`src/rtl/uart_rx_dma_pkg.sv`:
```
// Purpose: shared types for the UART RX DMA arbiter: FSM state encoding, grant owner, byte-lane decode.
// Latency: n/a (types and a pure function only).
// Backpressure: n/a.
package uart_rx_dma_pkg;

  typedef enum logic [1:0] {
    ST_IDLE = 2'd0,
    ST_CPU  = 2'd1,
    ST_DMA  = 2'd2
  } arb_state_t;

  typedef enum logic {
    GRANT_CPU = 1'b0,
    GRANT_DMA = 1'b1
  } grant_t;

  // Byte pointer low bits -> Wishbone byte select for a single-byte write.
  function automatic logic [3:0] lane_sel(input logic [1:0] lane);
    lane_sel = 4'b0001 << lane;
  endfunction

endpackage

```
`src/rtl/uart_rx_dma_arbiter_if.sv`:
```
// Purpose: one 32-bit Wishbone classic bus (adr/dat/sel/we/cyc out, rdt/ack back).
// Latency: n/a (wires only).
// Backpressure: ack from the slave completes the cycle; master holds cyc until then.
// Modports: master drives the request and samples rdt/ack; slave is the mirror.
interface uart_rx_dma_arbiter_if;
  logic [31:0] adr;
  logic [31:0] dat;
  logic [3:0]  sel;
  logic        we;
  logic        cyc;
  logic [31:0] rdt;
  logic        ack;

  modport master (output adr, dat, sel, we, cyc, input rdt, ack);
  modport slave  (input adr, dat, sel, we, cyc, output rdt, ack);
endinterface

```
`src/rtl/uart_rx_dma_fifo.sv`:
```
// Purpose: synchronous 8-bit FIFO buffering received UART bytes ahead of the DMA writer.
// Latency: head byte visible on o_dout the cycle after the push; pop is combinational-read.
// Backpressure: push is refused when full unless a pop frees a slot the same cycle.
// Ports: i_wb_clk/i_wb_rst_n; i_push/i_din in; i_pop in; o_dout head; o_full/o_empty/o_level status.
module uart_rx_dma_fifo #(
  parameter int DEPTH = 8
) (
  input  logic                     i_wb_clk,
  input  logic                     i_wb_rst_n,
  input  logic                     i_push,
  input  logic [7:0]               i_din,
  input  logic                     i_pop,
  output logic [7:0]               o_dout,
  output logic                     o_full,
  output logic                     o_empty,
  output logic [$clog2(DEPTH):0]   o_level
);

  localparam int AW = $clog2(DEPTH);

  logic [7:0]    mem_q [DEPTH];
  logic [AW-1:0] rd_q;
  logic [AW-1:0] wr_q;
  logic [AW:0]   level_q;
  logic          do_push;
  logic          do_pop;

  assign o_full  = (level_q == (AW+1)'(DEPTH));
  assign o_empty = (level_q == '0);
  assign o_level = level_q;
  assign o_dout  = mem_q[rd_q];

  assign do_pop  = i_pop && !o_empty;
  // When full, the slot being popped this cycle can take the incoming byte.
  assign do_push = i_push && (!o_full || do_pop);

  always_ff @(posedge i_wb_clk) begin
    if (do_push) begin
      mem_q[wr_q] <= i_din;
    end
  end

  always_ff @(posedge i_wb_clk or negedge i_wb_rst_n) begin
    if (!i_wb_rst_n) begin
      rd_q    <= '0;
      wr_q    <= '0;
      level_q <= '0;
    end else begin
      if (do_push) wr_q <= wr_q + 1'b1;
      if (do_pop)  rd_q <= rd_q + 1'b1;
      case ({do_push, do_pop})
        2'b10:   level_q <= level_q + 1'b1;
        2'b01:   level_q <= level_q - 1'b1;
        default: level_q <= level_q;
      endcase
    end
  end

endmodule

```
`src/rtl/uart_rx_dma_arbiter.sv`:
```
// Purpose: shares servant_ram between the SERV CPU port and a DMA path writing UART RX bytes into a byte ring.
// Latency: one registered grant cycle before any bus access (CPU or DMA); each access ends on RAM ack.
// Backpressure: CPU waits on ack; RX bytes are buffered in a FIFO and dropped (sticky o_overflow) when it is full.
// Ports: i_wb_clk, i_wb_rst_n; i_rx_valid/i_rx_data strobe; wb_cpu (slave) CPU bus; wb_mem (master) RAM bus;
//        o_wr_ptr next ring byte address; o_fifo_level; o_overflow/i_ovf_clr; o_irq.
// Option: define UART_RX_DMA_IRQ_EN to drive o_irq with a wrap pulse OR'd with o_overflow; otherwise o_irq is 0.
module uart_rx_dma_arbiter
  import uart_rx_dma_pkg::*;
#(
  parameter logic [31:0] RING_BASE  = 32'h0000_1000,
  parameter int          RING_BYTES = 1024,
  parameter int          FIFO_DEPTH = 8
) (
  input  logic                          i_wb_clk,
  input  logic                          i_wb_rst_n,
  input  logic                          i_rx_valid,
  input  logic [7:0]                    i_rx_data,
  uart_rx_dma_arbiter_if.slave          wb_cpu,
  uart_rx_dma_arbiter_if.master         wb_mem,
  output logic [31:0]                   o_wr_ptr,
  output logic [$clog2(FIFO_DEPTH):0]   o_fifo_level,
  output logic                          o_overflow,
  input  logic                          i_ovf_clr,
  output logic                          o_irq
);

  localparam logic [31:0] RING_LAST = RING_BASE + 32'(RING_BYTES) - 32'd1;

  arb_state_t state_q, state_d;
  grant_t     last_grant_q, last_grant_d;

  logic       fifo_full;
  logic       fifo_empty;
  logic       fifo_pop;
  logic [7:0] fifo_head;
  logic       cpu_req;
  logic       dma_req;
  logic       dma_done;
  logic       at_ring_end;
  logic       rx_drop;

  uart_rx_dma_fifo #(.DEPTH(FIFO_DEPTH)) u_fifo (
    .i_wb_clk   (i_wb_clk),
    .i_wb_rst_n (i_wb_rst_n),
    .i_push     (i_rx_valid),
    .i_din      (i_rx_data),
    .i_pop      (fifo_pop),
    .o_dout     (fifo_head),
    .o_full     (fifo_full),
    .o_empty    (fifo_empty),
    .o_level    (o_fifo_level)
  );

  assign cpu_req     = wb_cpu.cyc;
  assign dma_req     = !fifo_empty;
  assign dma_done    = (state_q == ST_DMA) && wb_mem.ack;
  assign at_ring_end = (o_wr_ptr == RING_LAST);
  // A pop in the same cycle frees a slot, so the byte is kept.
  assign rx_drop     = i_rx_valid && fifo_full && !fifo_pop;

  // Read data is a straight pass-through; only ack is gated by the grant.
  assign wb_cpu.rdt = wb_mem.rdt;

  always_ff @(posedge i_wb_clk or negedge i_wb_rst_n) begin
    if (!i_wb_rst_n) begin
      state_q      <= ST_IDLE;
      last_grant_q <= GRANT_CPU;
    end else begin
      state_q      <= state_d;
      last_grant_q <= last_grant_d;
    end
  end

  always_comb begin
    state_d      = state_q;
    last_grant_d = last_grant_q;
    fifo_pop     = 1'b0;
    wb_mem.adr   = '0;
    wb_mem.dat   = '0;
    wb_mem.sel   = '0;
    wb_mem.we    = 1'b0;
    wb_mem.cyc   = 1'b0;
    wb_cpu.ack   = 1'b0;
    case (state_q)
      ST_IDLE: begin
        // A full FIFO jumps the queue so RX bytes are not lost to a busy CPU.
        if (dma_req && fifo_full) begin
          state_d = ST_DMA;
        end else if (cpu_req && dma_req) begin
          state_d = (last_grant_q == GRANT_CPU) ? ST_DMA : ST_CPU;
        end else if (cpu_req) begin
          state_d = ST_CPU;
        end else if (dma_req) begin
          state_d = ST_DMA;
        end
      end
      ST_CPU: begin
        wb_mem.adr = wb_cpu.adr;
        wb_mem.dat = wb_cpu.dat;
        wb_mem.sel = wb_cpu.sel;
        wb_mem.we  = wb_cpu.we;
        wb_mem.cyc = wb_cpu.cyc;
        wb_cpu.ack = wb_mem.ack;
        if (!wb_cpu.cyc) begin
          // Abandoned cycle: release the bus without touching fairness state.
          state_d = ST_IDLE;
        end else if (wb_mem.ack) begin
          state_d      = ST_IDLE;
          last_grant_d = GRANT_CPU;
        end
      end
      ST_DMA: begin
        wb_mem.adr = {o_wr_ptr[31:2], 2'b00};
        wb_mem.dat = {4{fifo_head}};
        wb_mem.sel = lane_sel(o_wr_ptr[1:0]);
        wb_mem.we  = 1'b1;
        wb_mem.cyc = 1'b1;
        if (wb_mem.ack) begin
          fifo_pop     = 1'b1;
          state_d      = ST_IDLE;
          last_grant_d = GRANT_DMA;
        end
      end
      default: state_d = ST_IDLE;
    endcase
  end

  always_ff @(posedge i_wb_clk or negedge i_wb_rst_n) begin
    if (!i_wb_rst_n) begin
      o_wr_ptr <= RING_BASE;
    end else if (dma_done) begin
      o_wr_ptr <= at_ring_end ? RING_BASE : (o_wr_ptr + 32'd1);
    end
  end

  // Setting has priority over clearing so a drop is never lost.
  always_ff @(posedge i_wb_clk or negedge i_wb_rst_n) begin
    if (!i_wb_rst_n) begin
      o_overflow <= 1'b0;
    end else if (rx_drop) begin
      o_overflow <= 1'b1;
    end else if (i_ovf_clr) begin
      o_overflow <= 1'b0;
    end
  end

`ifdef UART_RX_DMA_IRQ_EN
  // Wrap pulse coincides with the ack of the last byte in the ring.
  assign o_irq = (dma_done && at_ring_end) || o_overflow;
`else
  assign o_irq = 1'b0;
`endif

endmodule

```
`src/flat_wrapper.sv`:
```
// flat-port wrapper written by rule: the top's interface ports become plain ports
module uart_rx_dma_arbiter_flat import uart_rx_dma_pkg::*;
#(
  parameter logic [31:0] RING_BASE  = 32'h0000_1000,
  parameter int          RING_BYTES = 1024,
  parameter int          FIFO_DEPTH = 8
)
  (i_wb_clk, i_wb_rst_n, i_rx_valid, i_rx_data, o_wr_ptr, o_fifo_level, o_overflow, i_ovf_clr, o_irq, wb_cpu_adr, wb_cpu_dat, wb_cpu_sel, wb_cpu_we, wb_cpu_cyc, wb_cpu_rdt, wb_cpu_ack, wb_mem_adr, wb_mem_dat, wb_mem_sel, wb_mem_we, wb_mem_cyc, wb_mem_rdt, wb_mem_ack);
  uart_rx_dma_arbiter_if wb_cpu_i ();
  uart_rx_dma_arbiter_if wb_mem_i ();
  input  logic i_wb_clk;
  input  logic i_wb_rst_n;
  input  logic i_rx_valid;
  input  logic [7:0] i_rx_data;
  output logic [31:0] o_wr_ptr;
  output logic [$clog2(FIFO_DEPTH):0] o_fifo_level;
  output logic o_overflow;
  input  logic i_ovf_clr;
  output logic o_irq;
  input wire logic [$bits(wb_cpu_i.adr)-1:0] wb_cpu_adr;
  input wire logic [$bits(wb_cpu_i.dat)-1:0] wb_cpu_dat;
  input wire logic [$bits(wb_cpu_i.sel)-1:0] wb_cpu_sel;
  input wire logic [$bits(wb_cpu_i.we)-1:0] wb_cpu_we;
  input wire logic [$bits(wb_cpu_i.cyc)-1:0] wb_cpu_cyc;
  output wire logic [$bits(wb_cpu_i.rdt)-1:0] wb_cpu_rdt;
  output wire logic [$bits(wb_cpu_i.ack)-1:0] wb_cpu_ack;
  output wire logic [$bits(wb_mem_i.adr)-1:0] wb_mem_adr;
  output wire logic [$bits(wb_mem_i.dat)-1:0] wb_mem_dat;
  output wire logic [$bits(wb_mem_i.sel)-1:0] wb_mem_sel;
  output wire logic [$bits(wb_mem_i.we)-1:0] wb_mem_we;
  output wire logic [$bits(wb_mem_i.cyc)-1:0] wb_mem_cyc;
  input wire logic [$bits(wb_mem_i.rdt)-1:0] wb_mem_rdt;
  input wire logic [$bits(wb_mem_i.ack)-1:0] wb_mem_ack;
  assign wb_cpu_i.adr = wb_cpu_adr;
  assign wb_cpu_i.dat = wb_cpu_dat;
  assign wb_cpu_i.sel = wb_cpu_sel;
  assign wb_cpu_i.we = wb_cpu_we;
  assign wb_cpu_i.cyc = wb_cpu_cyc;
  assign wb_cpu_rdt = wb_cpu_i.rdt;
  assign wb_cpu_ack = wb_cpu_i.ack;
  assign wb_mem_adr = wb_mem_i.adr;
  assign wb_mem_dat = wb_mem_i.dat;
  assign wb_mem_sel = wb_mem_i.sel;
  assign wb_mem_we = wb_mem_i.we;
  assign wb_mem_cyc = wb_mem_i.cyc;
  assign wb_mem_i.rdt = wb_mem_rdt;
  assign wb_mem_i.ack = wb_mem_ack;
  uart_rx_dma_arbiter #(.RING_BASE(RING_BASE), .RING_BYTES(RING_BYTES), .FIFO_DEPTH(FIFO_DEPTH)) u_core (.i_wb_clk(i_wb_clk), .i_wb_rst_n(i_wb_rst_n), .i_rx_valid(i_rx_valid), .i_rx_data(i_rx_data), .wb_cpu(wb_cpu_i), .wb_mem(wb_mem_i), .o_wr_ptr(o_wr_ptr), .o_fifo_level(o_fifo_level), .o_overflow(o_overflow), .i_ovf_clr(i_ovf_clr), .o_irq(o_irq));
endmodule
```
`config.mk`:
```
export PLATFORM = sky130hd
export DESIGN_NAME = uart_rx_dma_arbiter_flat
export DESIGN_NICKNAME = d
export VERILOG_FILES = /design/src/rtl/uart_rx_dma_pkg.sv /design/src/rtl/uart_rx_dma_arbiter_if.sv /design/src/rtl/uart_rx_dma_fifo.sv /design/src/rtl/uart_rx_dma_arbiter.sv /design/src/flat_wrapper.sv
export SDC_FILE = /design/constraint.sdc
export NUM_CORES = 1
export LEC_CHECK = 0
export CAP_MARGIN = 20
export CORE_MARGIN = 2
export CORE_UTILIZATION = 40
export CTS_BUF_LIST = sky130_fd_sc_hd__clkbuf_8
export CTS_CLUSTER_DIAMETER = 200
export DETAILED_ROUTE_END_ITERATION = 10
export PLACE_DENSITY = 0.78
export SLEW_MARGIN = 0
export SYNTH_ARGS = -nofsm -noshare
export SYNTH_HDL_FRONTEND = slang
export SYNTH_HIERARCHICAL = 1
export SYNTH_SLANG_ARGS = --single-unit
```
`constraint.sdc`:
```
create_clock -name i_wb_clk -period 2.4 [get_ports i_wb_clk]
set_input_delay 0.48 -clock i_wb_clk [delete_from_list [all_inputs] [get_ports i_wb_clk]]
set_output_delay 0.48 -clock i_wb_clk [all_outputs]
set_load 0.05 [all_outputs]
```
==> run_results.csv, run 1 <==
group,metric,value,unit
drt,detail_route.wl_per_cell,22.6,µm
critical_path,crit-reg2reg-capture,"u_core/u_fifo/o_level[3]",
critical_path,rr_startpoint,"u_core/state_q[0]",
cells_and_area,area_growth_syn_to_layout,61.4,%
critical_path,criticalPathCategory,"reg2out",
yosys,ys.warnings.count,6,
sta,highest_clock_rate,361,MHz
sta,final_period_minus_worst_setup_slack,2.77,ns
clock_network,cts-buffers-inserted,9,
sta,report.final.hold_viol_count,0,
critical_path,timing.critical_path.fanout_max,4,
power,worst_ir_drop_vdd,633,µV
sta,final-max-slew-violation-count,0,
sta,setup_viol,63,
cells_and_area,layout.nets,810,
clock_network,cts-root-buf,"sky130_fd_sc_hd__clkbuf_8",
outcome,failed_checks,"setup timing",
drt,dr.first_iter.drc_count,385,
floorplanning,fp.dieW,126,µm
global_route,grt_first_pass_wirelength,28900,µm
yosys,synth_xor_xnor_area_share,0.0424,
floorplanning,ios,256,
drt,first_pass_iters,4,
yosys,synth-compound-area-share,0.136,
sta,setup_slack,-0.373,ns
sta,fin_worst_hold_slack,0.00527,ns
yosys,synthFlopType,"sky130_fd_sc_hd__edfxtp_1",
yosys,postSynthCellCount,478,
place,place.port_buffers,190,
yosys,syn-num-nets,606,
critical_path,worstPathRequired,1.92,ns
yosys,synth.most_common_cell,"sky130_fd_sc_hd__a22o_1",
sta,timing_worst_slew_pin_value,0.632,ns
critical_path,startpoint_type,"register",
critical_path,setup.reg_to_reg.worst_slack,0.06,ns
sta,rsz0062_at_grt,"yes",
floorplanning,die_y,126,µm
clock_network,cts.clk_slew.worst_paths,0.11,ns
cells_and_area,antennaDiodeCount,0,
yosys,mappedNetlistArea,5990,µm²
floorplanning,die-area,16000,µm²
yosys,synth_top_family_by_area,"compound AO/OA/AOI/OAI gates",
sta,fin_skew,0.00929,ns
drt,detail_route.vias_per_cell,5.60,
power,total_power,0.0121,W
sta,post-route-period-util,1.16,
cells_and_area,fillers,977,
floorplanning,num_rows,44,
drt,antenna_left,0,
hold_path,worst_hold_path_type,"in2async",
place,dp_hpwl,13800,µm
critical_path,cp.arrival,2.29,ns
drt,wl,19700,µm
yosys,synth_cell_types,58,
clock_network,cts_hold_buf,0,
drt,drc,0,
sta,timing.slew.headroom,0.579,
power,power_density,1260,nW/µm²
cells_and_area,multiInputGateArea,2960,µm²
yosys,yosysTopAreaCellShare,0.321,
global_route,initial_antenna_violation_count,0,
critical_path,reg2regPathDepth,13,
critical_path,critical_path.endpoint_type,"output port",
power,cellLeakagePower,3.95,nW
drt,count_of_vias_placed_by_the_detailed_router,4874,
yosys,synthArstFlopShare,0.418,
global_route,grt_pass1_vias,4909,
yosys,syn_area_per_cell,12.5,µm²
place,gp_routability_congestion,0.904,
floorplanning,core_area,14600,µm²
global_route,groute.usage.overall,0.235,
yosys,synth_largest_area_cell,"sky130_fd_sc_hd__edfxtp_1",
global_route,gr-total-overflow,0,
yosys,synth_simple_gate_area_share,0.109,
clock_network,insertion_delay_of_the_later_clocked_pin_in_the_worst_skew_pair,0.39,ns
yosys,synth_enable_flop_cells,64,
yosys,muxShareOfSynthArea,0.0948,
yosys,synth_adder_area_share,0.0284,
cells_and_area,post_route_cells_drive_above_1_share,0.386,
global_route,grt_start_max_net_pins,45,
yosys,synth-seq-cells,110,
yosys,synth-seq-area-share,0.513,
flow_run,drv_cap,0,
yosys,synth.top_cells.by_count,"sky130_fd_sc_hd__a22o_1, sky130_fd_sc_hd__edfxtp_1, sky130_fd_sc_hd__dfrtp_1",
clock_network,max-clock-path-buffers,2,
outcome,outcome,"finished, violations left",
clock_network,tritoncts_clock_tree,"done",
cells_and_area,regArea,3080,µm²
yosys,synth.top_cells.by_area,"sky130_fd_sc_hd__edfxtp_1, sky130_fd_sc_hd__dfrtp_1, sky130_fd_sc_hd__a22o_1",
floorplanning,initial_core_util,0.411,
clock_network,h-tree-depth,3,
clock_network,tritoncts_num_sinks,110,
-- routing by layer --
metal | track usage | wire length (µm) | vias up
met1 | 0.267 | 7110 | 2440
met5 | 0 | 0 | -
met3 | 0.0654 | 1330 | 34
li1 | - | - | 2178
met2 | 0.430 | 10700 | 222
met4 | 0.0659 | 514 | 0
-- layout make-up --
class / instances / share of cell area
Timing Repair Buffer: 251 / 0.323
Sequential cell: 110 / 0.318
Multi-Input combinational cell: 293 / 0.306
Tap cell: 184 / 0.0238
Clock buffer: 9 / 0.0128
Clock inverter: 7 / 0.00854
Inverter: 17 / 0.00686
-- repair_timing --
| action | in CTS | in global routing |
|---|---|---|
| buffers inserted | 11 | 11 |
| cloned | 6 | 4 |
| pin swaps | 5 | 22 |
| setup endpoints to repair | 67 | 69 |
| gates resized for setup | 119 | 22 |
-- worst max path at each step --
stage / from / end / slack (ns) / depth (start not counted)
floorplan: u_core/u_fifo/o_level[2] / u_core/u_fifo/o_level[3] / -0.07 / 10
global placement: wb_mem_ack / u_core/u_fifo/o_level[3] / -0.15 / 11
detailed placement: wb_mem_ack / u_core/u_fifo/o_level[3] / -0.20 / 11
CTS: u_core/u_fifo/rd_q[0] / wb_mem_dat[5] / -0.40 / 6
global route: u_core/u_fifo/rd_q[0] / wb_mem_dat[14] / -0.44 / 6
finish: u_core/u_fifo/rd_q[0] / wb_mem_dat[5] / -0.37 / 6
-- cells by family (layout without fill, tap and decap cells) --
| group | Yosys count | count (layout) |
|---|---|---|
| simple gates | 117 | 118 |
| compound gates | 101 | 101 |
| other cells | 1 | 1 |
| xor+xnor | 29 | 29 |
| flops | 110 | 110 |
| mux | 31 | 31 |
| buf+inv | 76 | 284 |
| fa+ha+maj | 13 | 13 |
-- worst max-delay path, cell delays in order (launching register included) --
cell and delay [ns]:
sky130_fd_sc_hd__dfrtp_2 0.40, sky130_fd_sc_hd__buf_12 0.12, sky130_fd_sc_hd__buf_16 0.12, sky130_fd_sc_hd__mux4_2 0.50, sky130_fd_sc_hd__mux2_4 0.34, sky130_fd_sc_hd__a22o_4 0.27, sky130_fd_sc_hd__buf_6 0.15
-- per-stage QoR --
stage	area (µm²)	cells	utilization	worst slack [ns]	TNS, ns
after global placement	8430	825	0.578	-0.148	-0.215
after floorplan	6080	478	-	-0.0708	-0.0708
after global routing	9670	871	0.663	-0.442	-16.88
after CTS	9440	858	0.647	-0.401	-13.37
after detailed placement	8430	825	0.578	-0.197	-0.625
final	9670	871	0.663	-0.373	-13.23
-- sequential cells by signal, indices dropped and copies added (netlist names) --
name and count:
u_core/last_grant_q 1, u_core/o_overflow 1, u_core/o_wr_ptr 32, u_core/state_q 2, u_core/u_fifo/mem_q 64, u_core/u_fifo/o_level 4
u_core/u_fifo/rd_q 3, u_core/u_fifo/wr_q 3
-- cell usage in the layout (no fill, tap or decap), types with 8 or more instances in the layout --
cell                              count
sky130_fd_sc_hd__clkdlybuf4s50_1    117
sky130_fd_sc_hd__edfxtp_1            64
sky130_fd_sc_hd__buf_12              47
sky130_fd_sc_hd__a22o_4              46
sky130_fd_sc_hd__dfrtp_1             41
sky130_fd_sc_hd__buf_4               37
sky130_fd_sc_hd__buf_6               25
sky130_fd_sc_hd__nand2_1             23
sky130_fd_sc_hd__xnor2_1             23
sky130_fd_sc_hd__nor2_1              21
sky130_fd_sc_hd__mux4_2              16
sky130_fd_sc_hd__buf_8               15
sky130_fd_sc_hd__inv_1               13
sky130_fd_sc_hd__a22o_1              12
sky130_fd_sc_hd__a21oi_1             12
sky130_fd_sc_hd__nand3_1             12
sky130_fd_sc_hd__mux2_4              11
sky130_fd_sc_hd__clkbuf_8             9
sky130_fd_sc_hd__a22o_2               9
sky130_fd_sc_hd__nand4_1              8
sky130_fd_sc_hd__ha_1                 8
-- report_power, final --
group,internal [W],switching [W],leakage [nW]
registers,0.00234,0.000306,1.16
clock network,0.000420,0.000707,0.101
logic,0.00405,0.00432,2.69
Note: power is estimated with default switching activity, not from simulation.
==> run 2, diff against run 1 <==
- SLEW_MARGIN: 0 -> 20
- SYNTH_HIERARCHICAL: 1 -> unset
==> run 2 against run 1 <==
The flow still finishes with violations (setup timing). Total power increased by 0.91%. First-iteration DRC count increased by 2.1%. Final cell count increased by 4.0%.
==> run_results.csv, run 2 <==
group,metric,value,unit
sta,highest_clock_rate,375,MHz
yosys,syn-num-nets,669,
clock_network,cts-buffers-inserted,9,
yosys,synth.top_cells.by_count,"sky130_fd_sc_hd__nand2_1, sky130_fd_sc_hd__edfxtp_1, sky130_fd_sc_hd__dfrtp_1",
drt,antenna_left,0,
floorplanning,die-area,16200,µm²
critical_path,rr_startpoint,"u_core.state_q[0]",
yosys,synth_cell_types,49,
drt,dr.first_iter.drc_count,393,
sta,rsz0062_at_grt,"yes",
sta,report.final.hold_viol_count,0,
power,cellLeakagePower,3.60,nW
yosys,synth.most_common_cell,"sky130_fd_sc_hd__nand2_1",
yosys,yosysTopAreaCellShare,0.315,
critical_path,startpoint_type,"register",
cells_and_area,post_route_cells_drive_above_1_share,0.345,
critical_path,crit_slowest_cell,"sky130_fd_sc_hd__mux4_2",
global_route,initial_antenna_violation_count,0,
critical_path,critical_path.endpoint_type,"output port",
place,dp_hpwl,13400,µm
critical_path,crit-reg2reg-capture,"u_core.u_fifo.o_level[2]",
outcome,failed_checks,"setup timing",
clock_network,h-tree-depth,3,
cells_and_area,regArea,3080,µm²
sta,setup_slack,-0.268,ns
yosys,mappedNetlistArea,6100,µm²
yosys,synthArstFlopShare,0.418,
sta,final_period_minus_worst_setup_slack,2.67,ns
critical_path,crit_path_cells,"buf_16 -> mux4_2 -> mux2_4 -> nand2_4 -> a21boi_2 -> buf_12",
yosys,synth-seq-cells,110,
clock_network,insertion_delay_of_the_later_clocked_pin_in_the_worst_skew_pair,0.38,ns
clock_network,cts-root-buf,"sky130_fd_sc_hd__clkbuf_8",
critical_path,timing.critical_path.fanout_max,8,
floorplanning,num_rows,45,
cells_and_area,fillers,1035,
yosys,synthFlopType,"sky130_fd_sc_hd__edfxtp_1",
drt,detail_route.wl_per_cell,21.3,µm
sta,timing_worst_slew_pin_value,0.627,ns
drt,wl,19300,µm
place,place.detailed.instances,883,
power,power_density,1260,nW/µm²
floorplanning,fp.dieW,127,µm
power,total_power,0.0122,W
cells_and_area,regMostFlops,"u_core.u_fifo.mem_q",
critical_path,worst-path-buf-inv,2,
critical_path,cp.arrival,2.19,ns
global_route,grt_start_max_net_pins,50,
place,gp_routability_congestion,0.873,
cells_and_area,area_growth_syn_to_layout,59.3,%
yosys,synth_largest_area_cell,"sky130_fd_sc_hd__edfxtp_1",
cells_and_area,antennaDiodeCount,0,
sta,final-max-slew-violation-count,0,
global_route,groute.usage.overall,0.221,
cells_and_area,layout.cells.most_common,"sky130_fd_sc_hd__clkdlybuf4s50_1",
cells_and_area,multiInputGateArea,3190,µm²
clock_network,cts.clk_slew.worst_paths,0.12,ns
floorplanning,ios,256,
yosys,syn_area_per_cell,11.2,µm²
place,place.port_buffers,190,
global_route,gr-total-overflow,0,
floorplanning,core_area,15000,µm²
cells_and_area,final_cell_area,9710,µm²
critical_path,reg2regPathDepth,10,
clock_network,tritoncts_clock_tree,"done",
floorplanning,die_y,127,µm
drt,detail_route.vias_per_cell,5.62,
drt,first_pass_iters,5,
hold_path,worst_hold_path_type,"in2async",
cells_and_area,largest_reg_flops,64,
clock_network,max-clock-path-buffers,2,
floorplanning,initial_core_util,0.406,
place,detailed_place.area,8980,µm²
critical_path,timing.critical_path.max_delay_family,"multiplexers",
yosys,synth.top_cells.by_area,"sky130_fd_sc_hd__edfxtp_1, sky130_fd_sc_hd__dfrtp_1, sky130_fd_sc_hd__mux4_2",
sta,timing.slew.headroom,0.582,
global_route,grt_first_pass_wirelength,28000,µm
yosys,ys.warnings.count,0,
drt,drc,0,
sta,post-route-period-util,1.11,
sta,fin_worst_hold_slack,0.0817,ns
sta,setup_viol,32,
yosys,synth-seq-area-share,0.504,
critical_path,slowest_delay,0.51,ns
cells_and_area,layout.nets,839,
drt,count_of_vias_placed_by_the_detailed_router,5088,
critical_path,worstPathRequired,1.92,ns
critical_path,setup.reg_to_reg.worst_slack,0.17,ns
critical_path,criticalPathCategory,"reg2out",
cells_and_area,final_non_filler_cells,906,
yosys,synth_enable_flop_cells,64,
outcome,outcome,"finished, violations left",
global_route,grt_pass1_vias,5110,
power,worst_ir_drop_vdd,886,µV
clock_network,tritoncts_num_sinks,110,
cells_and_area,layout_common_cells,"sky130_fd_sc_hd__clkdlybuf4s50_1, sky130_fd_sc_hd__buf_12, sky130_fd_sc_hd__edfxtp_1, sky130_fd_sc_hd__nand2_1, sky130_fd_sc_hd__dfrtp_1",
flow_run,drv_cap,0,
yosys,postSynthCellCount,543,
sta,fin_skew,0.0199,ns
[run 2: cell count changes in the layout (fill, tap and decap cells not counted), sizes merged, moves of 6 or more]
cell and delta:
a22oi +34, a21boi +33, a22o -66, nor2b +37, nand2 +45, inv -6
buf -22, and3 -6
[run 2: timing repair]
item | in CTS | in global routing
setup endpoints to repair | 68 | 69
resized for setup | 44 | 45
buffers inserted | 0 | 3
gates cloned | 1 | 3
hold buffers | 0 | 0
pin swaps | 7 | 3
[run 2: cells by family (layout without fill, tap and decap cells)]
family          count (synthesis)  in the layout  synth area share
simple gates                  189            189             0.164
flops                         110            110             0.504
compound gates                 93             93             0.111
buf+inv                        79            254            0.0714
xor+xnor                       33             33            0.0474
mux                            27             27            0.0790
fa+ha+maj                      11             11            0.0226
other cells                     1              1          0.000615
[run 2: layer usage]
metal  vias up  global-route usage  share of wire
met4         0              0.0905          0.032
met3        48              0.0343          0.054
met1      2564               0.284           0.39
met2       217               0.376           0.52
met5         -                   0              0
li1       2259                   -              -
[run 2: cell type report]
cell class,instances,share of cell area
clock inverter,7,0.00812
sequential,110,0.317
tap,188,0.0242
clock buffer,9,0.0128
inverter,10,0.00386
multi-input combinational,354,0.328
timing repair buffer,228,0.306
[run 2: worst max-delay path by stage]
stage                                     start             end  slack (ns)  depth (start not counted)
after floorplan           u_core.u_fifo.rd_q[1]  wb_mem_dat[24]       -0.21                          6
after global placement    u_core.u_fifo.rd_q[0]   wb_mem_dat[8]        0.02                          6
after detailed placement  u_core.u_fifo.rd_q[0]  wb_mem_dat[24]       -0.05                          6
after CTS                 u_core.u_fifo.rd_q[0]   wb_mem_dat[5]       -0.30                          6
after global routing      u_core.u_fifo.rd_q[0]  wb_mem_dat[14]       -0.34                          6
final                     u_core.u_fifo.rd_q[0]  wb_mem_dat[31]       -0.27                          6
[run 2: report_power, final]
part | switching, W | total, W | internal (W) | leakage, nW
Clock | 0.000663 | 0.00116 | 0.000500 | 0.109
Sequential | 0.000333 | 0.00267 | 0.00233 | 1.17
Combinational | 0.00438 | 0.00842 | 0.00404 | 2.32
Total | 0.00538 | 0.0122 | 0.00687 | 3.60
[run 2: per-stage QoR]
step / setup slack, ns / utilization / TNS (ns)
floorplan: -0.209 / - / -1.68
global route: -0.336 / 0.646 / -10.33
CTS: -0.301 / 0.625 / -8.26
finish: -0.268 / 0.646 / -7.75
global placement: 0.0154 / 0.598 / 0
detailed placement: -0.0549 / 0.598 / -0.239
